`config.mk`:
```
export PLATFORM = sky130hd
export DESIGN_NAME = mem_responder
export DESIGN_NICKNAME = d
export VERILOG_FILES = /design/src/rtl/mem_responder.sv
export SDC_FILE = /design/constraint.sdc
export NUM_CORES = 1
export LEC_CHECK = 0
export CORE_AREA = 2 2 150 152
export CTS_CLUSTER_DIAMETER = 200
export DETAILED_ROUTE_END_ITERATION = 16
export DIE_AREA = 0 0 152 154
export HOLD_SLACK_MARGIN = 0.06
export PLACE_DENSITY_LB_ADDON = 0.1
export SLEW_MARGIN = 20
export SYNTH_ARGS = -nofsm -noshare
export SYNTH_HDL_FRONTEND = slang
export SYNTH_SLANG_ARGS = --single-unit
```
`constraint.sdc`:
```
create_clock -name clk -period 2.3 [get_ports clk]
set_input_delay 0.46 -clock clk [delete_from_list [all_inputs] [get_ports clk]]
set_output_delay 0.46 -clock clk [all_outputs]
set_load 0.02 [all_outputs]
```
`src/rtl/mem_responder.sv`:
```
// rtl/mem_responder.sv - synchronous 32x8 memory responder with clear sweep, access counters and error flags
//
// Purpose: target end of a read/write strobe memory bus. After reset it sweeps
// every word to zero (busy high), then executes single-strobe reads and writes.
// A read returns data one cycle later on data_out. Reads and writes are counted
// with saturating 8-bit counters. Any strobe during the sweep, or both strobes
// at once, sets the sticky rw_err flag.
//
// Optional feature macro: MEM_PARITY_EN (per-word even parity, par_inject, par_err).
//
// Ports:
//   clk        in   rising-edge clock
//   rst        in   synchronous active-high reset
//   read       in   read strobe
//   write      in   write strobe
//   addr       in   [AWIDTH-1:0] word address
//   data_in    in   [DWIDTH-1:0] write data
//   par_inject in   store inverted parity on an executed write (parity build only)
//   data_out   out  [DWIDTH-1:0] registered read data
//   busy       out  high while the clear sweep runs
//   rw_err     out  sticky protocol-violation flag
//   rd_cnt     out  [7:0] saturating executed-read count
//   wr_cnt     out  [7:0] saturating executed-write count
//   par_err    out  parity mismatch on the data presented this cycle

module mem_responder #(
  parameter int AWIDTH = 5,
  parameter int DWIDTH = 8,
  parameter int DEPTH  = 32
) (
  input  logic              clk,
  input  logic              rst,
  input  logic              read,
  input  logic              write,
  input  logic [AWIDTH-1:0] addr,
  input  logic [DWIDTH-1:0] data_in,
  input  logic              par_inject,
  output logic [DWIDTH-1:0] data_out,
  output logic              busy,
  output logic              rw_err,
  output logic [7:0]        rd_cnt,
  output logic [7:0]        wr_cnt,
  output logic              par_err
);

  typedef enum logic {INIT, READY} state_t;

  localparam logic [AWIDTH-1:0] LAST_ADDR = AWIDTH'(DEPTH - 1);

  state_t            r_state;
  state_t            w_state_nx;
  logic [AWIDTH-1:0] r_ptr;
  logic [AWIDTH-1:0] w_ptr_nx;

  logic [DWIDTH-1:0] r_mem [DEPTH];
  logic [DWIDTH-1:0] r_data_out;
  logic              r_rw_err;
  logic [7:0]        r_rd_cnt;
  logic [7:0]        r_wr_cnt;

  logic              w_we;
  logic [AWIDTH-1:0] w_waddr;
  logic [DWIDTH-1:0] w_wdata;
  logic              w_wr_exec;
  logic              w_rd_exec;
  logic              w_err_set;

  always_ff @(posedge clk) begin
    if (rst) begin
      r_state <= INIT;
      r_ptr   <= '0;
    end else begin
      r_state <= w_state_nx;
      r_ptr   <= w_ptr_nx;
    end
  end

  always_comb begin
    w_state_nx = r_state;
    w_ptr_nx   = r_ptr;
    w_we       = 1'b0;
    w_waddr    = addr;
    w_wdata    = data_in;
    w_wr_exec  = 1'b0;
    w_rd_exec  = 1'b0;
    w_err_set  = 1'b0;
    case (r_state)
      INIT: begin
        // Sweep owns the write port; bus strobes are rejected and flagged.
        w_we     = 1'b1;
        w_waddr  = r_ptr;
        w_wdata  = '0;
        w_ptr_nx = r_ptr + 1'b1;
        if (r_ptr == LAST_ADDR) w_state_nx = READY;
        if (read || write) w_err_set = 1'b1;
      end
      READY: begin
        if (read && write) begin
          w_err_set = 1'b1;
        end else if (write) begin
          w_we      = 1'b1;
          w_wr_exec = 1'b1;
        end else if (read) begin
          w_rd_exec = 1'b1;
        end
      end
      default: w_state_nx = INIT;
    endcase
  end

  // Storage is not reset; the sweep clears it instead.
  always_ff @(posedge clk) begin
    if (!rst && w_we) r_mem[w_waddr] <= w_wdata;
  end

  always_ff @(posedge clk) begin
    if (rst) begin
      r_data_out <= '0;
      r_rw_err   <= 1'b0;
      r_rd_cnt   <= '0;
      r_wr_cnt   <= '0;
    end else begin
      if (w_rd_exec) r_data_out <= r_mem[addr];
      if (w_err_set) r_rw_err <= 1'b1;
      if (w_rd_exec && r_rd_cnt != 8'hFF) r_rd_cnt <= r_rd_cnt + 8'd1;
      if (w_wr_exec && r_wr_cnt != 8'hFF) r_wr_cnt <= r_wr_cnt + 8'd1;
    end
  end

`ifdef MEM_PARITY_EN
  logic r_par [DEPTH];
  logic r_par_err;

  // Sweep writes zero with correct parity; injection only applies to bus writes.
  always_ff @(posedge clk) begin
    if (!rst && w_we) r_par[w_waddr] <= (^w_wdata) ^ (w_wr_exec & par_inject);
  end

  // Pulses only in the cycle after an executed read.
  always_ff @(posedge clk) begin
    if (rst) r_par_err <= 1'b0;
    else     r_par_err <= w_rd_exec && ((^r_mem[addr]) != r_par[addr]);
  end

  assign par_err = r_par_err;
`else
  logic w_unused_par_inject;
  assign w_unused_par_inject = par_inject;
  assign par_err = 1'b0;
`endif

  assign data_out = r_data_out;
  assign busy     = (r_state == INIT);
  assign rw_err   = r_rw_err;
  assign rd_cnt   = r_rd_cnt;
  assign wr_cnt   = r_wr_cnt;

endmodule

```
* After elaboration in Yosys (flattened, before gate mapping)
Memories as Yosys holds them, arrays and structs flattened. A register that Yosys moved wholly into a read port is not among the register bits.
Cells that the tools add are included.
** Word-level totals
- Register bits :: 23
- Memories :: 1
- Bits in writable memories :: 256
- Output and inout bits :: 27
** Memory list
- r_mem :: depth 32, width 8, read ports 1, clocked after memory_dff 1, wr ports 1, line 55 : logic [DWIDTH-1:0] r_mem [DEPTH];
** Operators by class
- Reductions and logical operators :: 6
- Mux-type cells :: 17
- Bitwise operators :: 1
- Add/subtract/negate cells :: 3
- Equal/unequal tests :: 3
** Operators with widths (number)
- 8-bit by 1-bit adder with 8-bit output, second input constant :: 2
- 8-bit inequality test, second input constant :: 2
- 1-bit two-way mux :: 13
- 8-bit two-way mux :: 1
- 5-bit by 1-bit adder with 5-bit output, second input constant :: 1
- 5-bit == test, second input constant :: 1
- 5-bit two-way mux :: 1
- 1-bit logical AND :: 4
- 1-bit case mux with 2 select lines :: 2
- 1-bit zero test :: 1
- 1-bit logical OR :: 1
- 1-bit inverter :: 1

* Longest topological paths before layout
- Depth after elaboration :: 6
- Gate-level depth with buffers :: 8

* Worst setup path after synthesis
OpenSTA, ideal clock, no wires.
- Path kind :: input port to flip-flop
- From :: input port addr[0]
- To :: memory r_mem[0][0], enable pin
- Arrival :: 1.735 ns
- Path slack :: 0.194 ns
- Library setup time :: 0.370 ns
- Data required time :: 1.930 ns
- Stages :: 8
- Cells stage by stage :: buf_4 buf_8 buf_4 inv_1 a31oi_1 nor2_1 nand2_1 nor2_1
** Between the ends
- Cells in the longest elaborated chain, start to end :: 1
** Ends and longest elaborated chain
- from (decl) :: line 35 : input logic [AWIDTH-1:0] addr,
- 5-bit two-way mux :: line 87 : case (r_state)
- to (decl) :: line 55
No other way between the ends.

* Worst setup path in the final report
- From :: register r_state
- To :: output port busy
** Between the ends
- Cells in the longest elaborated chain, start to end :: 1
** Ends and longest elaborated chain
- from (decl) :: line 50 : state_t r_state;
- from (signal assigned) :: line 73 : r_state <= w_state_nx;
- 1-bit inverter
- to (decl) :: line 39 : output logic busy,
No other way between the ends.

==> results.cfg <==
[synth]
ys_warn_count = 0
syn-instance-count = 740
synthArstFlopShare = 0
synthesis.area_um2 = 11600
syn-num-nets = 762
synth_ff_type = edfxtp_1
ys_seq_area_frac = 0.714
synth_edf_count = 256
syn_area_per_cell_um2 = 15.7
ys_seq_elements = 287
synth_cell_types = 45

[floorplanning]
rows = 54
die_h_um = 154
core_area_um2 = 21700
dieArea_um2 = 23400
die_w_um = 152
pin_count = 45
start_util = 0.536

[critical_path]
r2r-start = r_state
crit_fanout = 8
crit_path_start = r_state
end_kind = primary output
crit_arrival_ns = 1.73
cp_data_required_time_ns = 1.84
endpoint = busy
critical_path_class = flip-flop to primary output
r2r_end = r_mem[24][4]
start_kind = flip-flop
r2r_setup_slack_ns = 0.26
reg2reg_depth = 6

[timing]
hold_viol_final = 0
setup_viol = 0
rsz0062_at_grt = no
maxSlewViolCount = 0
tns_ns = 0
slew_headroom = 0.422
holdWs_ns = 0.497
fin_crit_sh = 0.954
fin_worst_skew_ns = 0.0133
setup_slack_ns = 0.106
fmax_mhz = 456
finalCriticalPeriod_ns = 2.19
tightestPinTransition_ns = 0.863

[placed_design]
io_buffers = 42
dp_worst_setup_slack_ns = -0.459
gp_congestion = 0.889
dp_hpwl_mm = 17.6

[layout]
diodes = 0
drive_above_1_share = 0.168
syn_to_final_growth_pct = 19.5
mostFrequentLayoutCell = edfxtp_1
nNetsFinal = 883
final_cell_mix = edfxtp_1 (256), mux2i_1 (134), buf_4 (79)
nFillCells = 1555

[pwr]
ir_drop_uv = 610
p_per_area_nw_per_um2 = 773
p_leak_nw = 4.91
finalPower_mw = 10.8

[clocking]
path_clk_slew_ns = 0.06
root_buffer = clkbuf_16
cts_tree = built
clock_latency_ns = 0.53
cts_htree_levels = 1
cts_inserted_buffers = 28
cts_buffer_depth = 3
clock_sinks = 287

[detailed_routing]
dr_total_vias = 6761
first_pass_iters = 5
routed_wl_mm = 26.3
drtIter0Drc = 536
avgViaCountPerCell = 5.82
drc_errors = 0
drtAntennaViolNets = 0
wire_per_inst_um = 22.6

[worst_hold_path]
hold_class = flip-flop to flip-flop
hold_start = rw_err

[global_route]
grt_pass1_vias = 6804
grt_start_max_net_pins = 33
grt_overflow_total = 0
grt_pass1_wl_mm = 39.7
grtUsageTotal = 0.224
antenna_found_initial = 0

[flow_run]
cap_violations = 0

[run_status]
status = finished clean
[power breakdown]
part	internal (mW)	total, mW	leakage, nW	switching, mW
Combinational	0.236	0.519	1.97	0.283
Clock	2.73	4.59	0.450	1.85
Sequential	5.63	5.65	2.48	0.0141
[worst max-delay path, stage by stage, from the launching register on]
cell,delay [ns]
dfxtp_2,0.37
inv_1,0.19
clkdlybuf4s50_1,0.65
[what timing repair did]
action	in CTS	in global routing
setup buffers	0	0
gates resized for setup	0	2
endpoints found under the setup margin	0	3
hold buffers	0	0
[how the worst min path moves through the flow]
stage          cells after the start        to  slack (ns)
3_5_place_dp                       2    rw_err        0.49
3_3_place_gp                       2    rw_err        0.46
5_1_grt                            2  r_ptr[0]        0.54
4_1_cts                            2    rw_err        0.50
6_report                           2    rw_err        0.50
2_1_floorplan                      2  r_ptr[0]        0.48
[final cells by class]
| type | count | area, um^2 | share of cell area |
|---|---|---|---|
| Multi-Input combinational cell | 406 | 3020 | 0.217 |
| Tap cell | 280 | 350 | 0.0252 |
| Inverter | 4 | 15.0 | 0.00108 |
| Clock buffer | 32 | 737 | 0.0530 |
| Clock inverter | 19 | 194 | 0.0140 |
| Sequential cell | 287 | 8310 | 0.598 |
| Timing Repair Buffer | 134 | 1280 | 0.0919 |
[stage by stage]
| stage | instance area (um^2) | cells | utilization |
|---|---|---|---|
| 2_1_floorplan | 11600 | 740 | - |
| 3_3_place_gp | 13000 | 1111 | 0.598 |
| 3_5_place_dp | 13000 | 1111 | 0.598 |
| 4_1_cts | 13900 | 1162 | 0.641 |
| 5_1_grt | 13900 | 1162 | 0.641 |
| 6_report | 13900 | 1162 | 0.641 |
[cells in the mapped netlist (4+ instances only)]
library cell | n | area [um^2]
a211oi_2 | 8 | 100
a21oi_1 | 33 | 165
a22oi_1 | 64 | 480
and2_1 | 9 | 56.3
buf_1 | 4 | 15.0
buf_6 | 4 | 45.0
buf_8 | 4 | 60.1
clkbuf_1 | 20 | 75.1
dfxtp_1 | 31 | 621
edfxtp_1 | 256 | 7690
ha_1 | 4 | 50.1
inv_1 | 4 | 15.0
mux2i_1 | 134 | 1340
nand2_1 | 17 | 63.8
nand3_1 | 7 | 35.0
nand4_1 | 5 | 31.3
nor2_1 | 68 | 255
nor2b_1 | 5 | 31.3
or4_1 | 8 | 60.1
xnor2_1 | 4 | 35.0
xor2_1 | 9 | 78.8
[registers in the layout (all words and copies together) (netlist names)]
signal	count
data_out	8
r_mem	256
r_ptr	5
r_state	1
rd_cnt	8
rw_err	1
wr_cnt	8
[per-layer routing]
metal / GRT usage / vias up / part of all wire
met1: 0.316 / 3375 / 0.43
met2: 0.367 / 229 / 0.48
li1: - / 3113 / -
met4: 0.0699 / 0 / 0.023
met5: 0 / - / 0
met3: 0.0304 / 44 / 0.066
[logic make-up (layout without fill, tap and decap cells)]
| group | Yosys count | count (layout) | share of synthesized area |
|---|---|---|---|
| buffers and inverters | 47 | 189 | 0.0267 |
| flip-flops | 287 | 287 | 0.714 |
| adder cells (fa/ha/maj) | 5 | 5 | 0.00516 |
| AO/OA/AOI/OAI | 119 | 119 | 0.0728 |
| other | 1 | 1 | 0.000322 |
| XOR/XNOR | 13 | 13 | 0.00979 |
| multiplexers | 136 | 136 | 0.117 |
| AND/OR/NAND/NOR | 132 | 132 | 0.0535 |
Note: power is estimated with default switching activity, not from simulation.
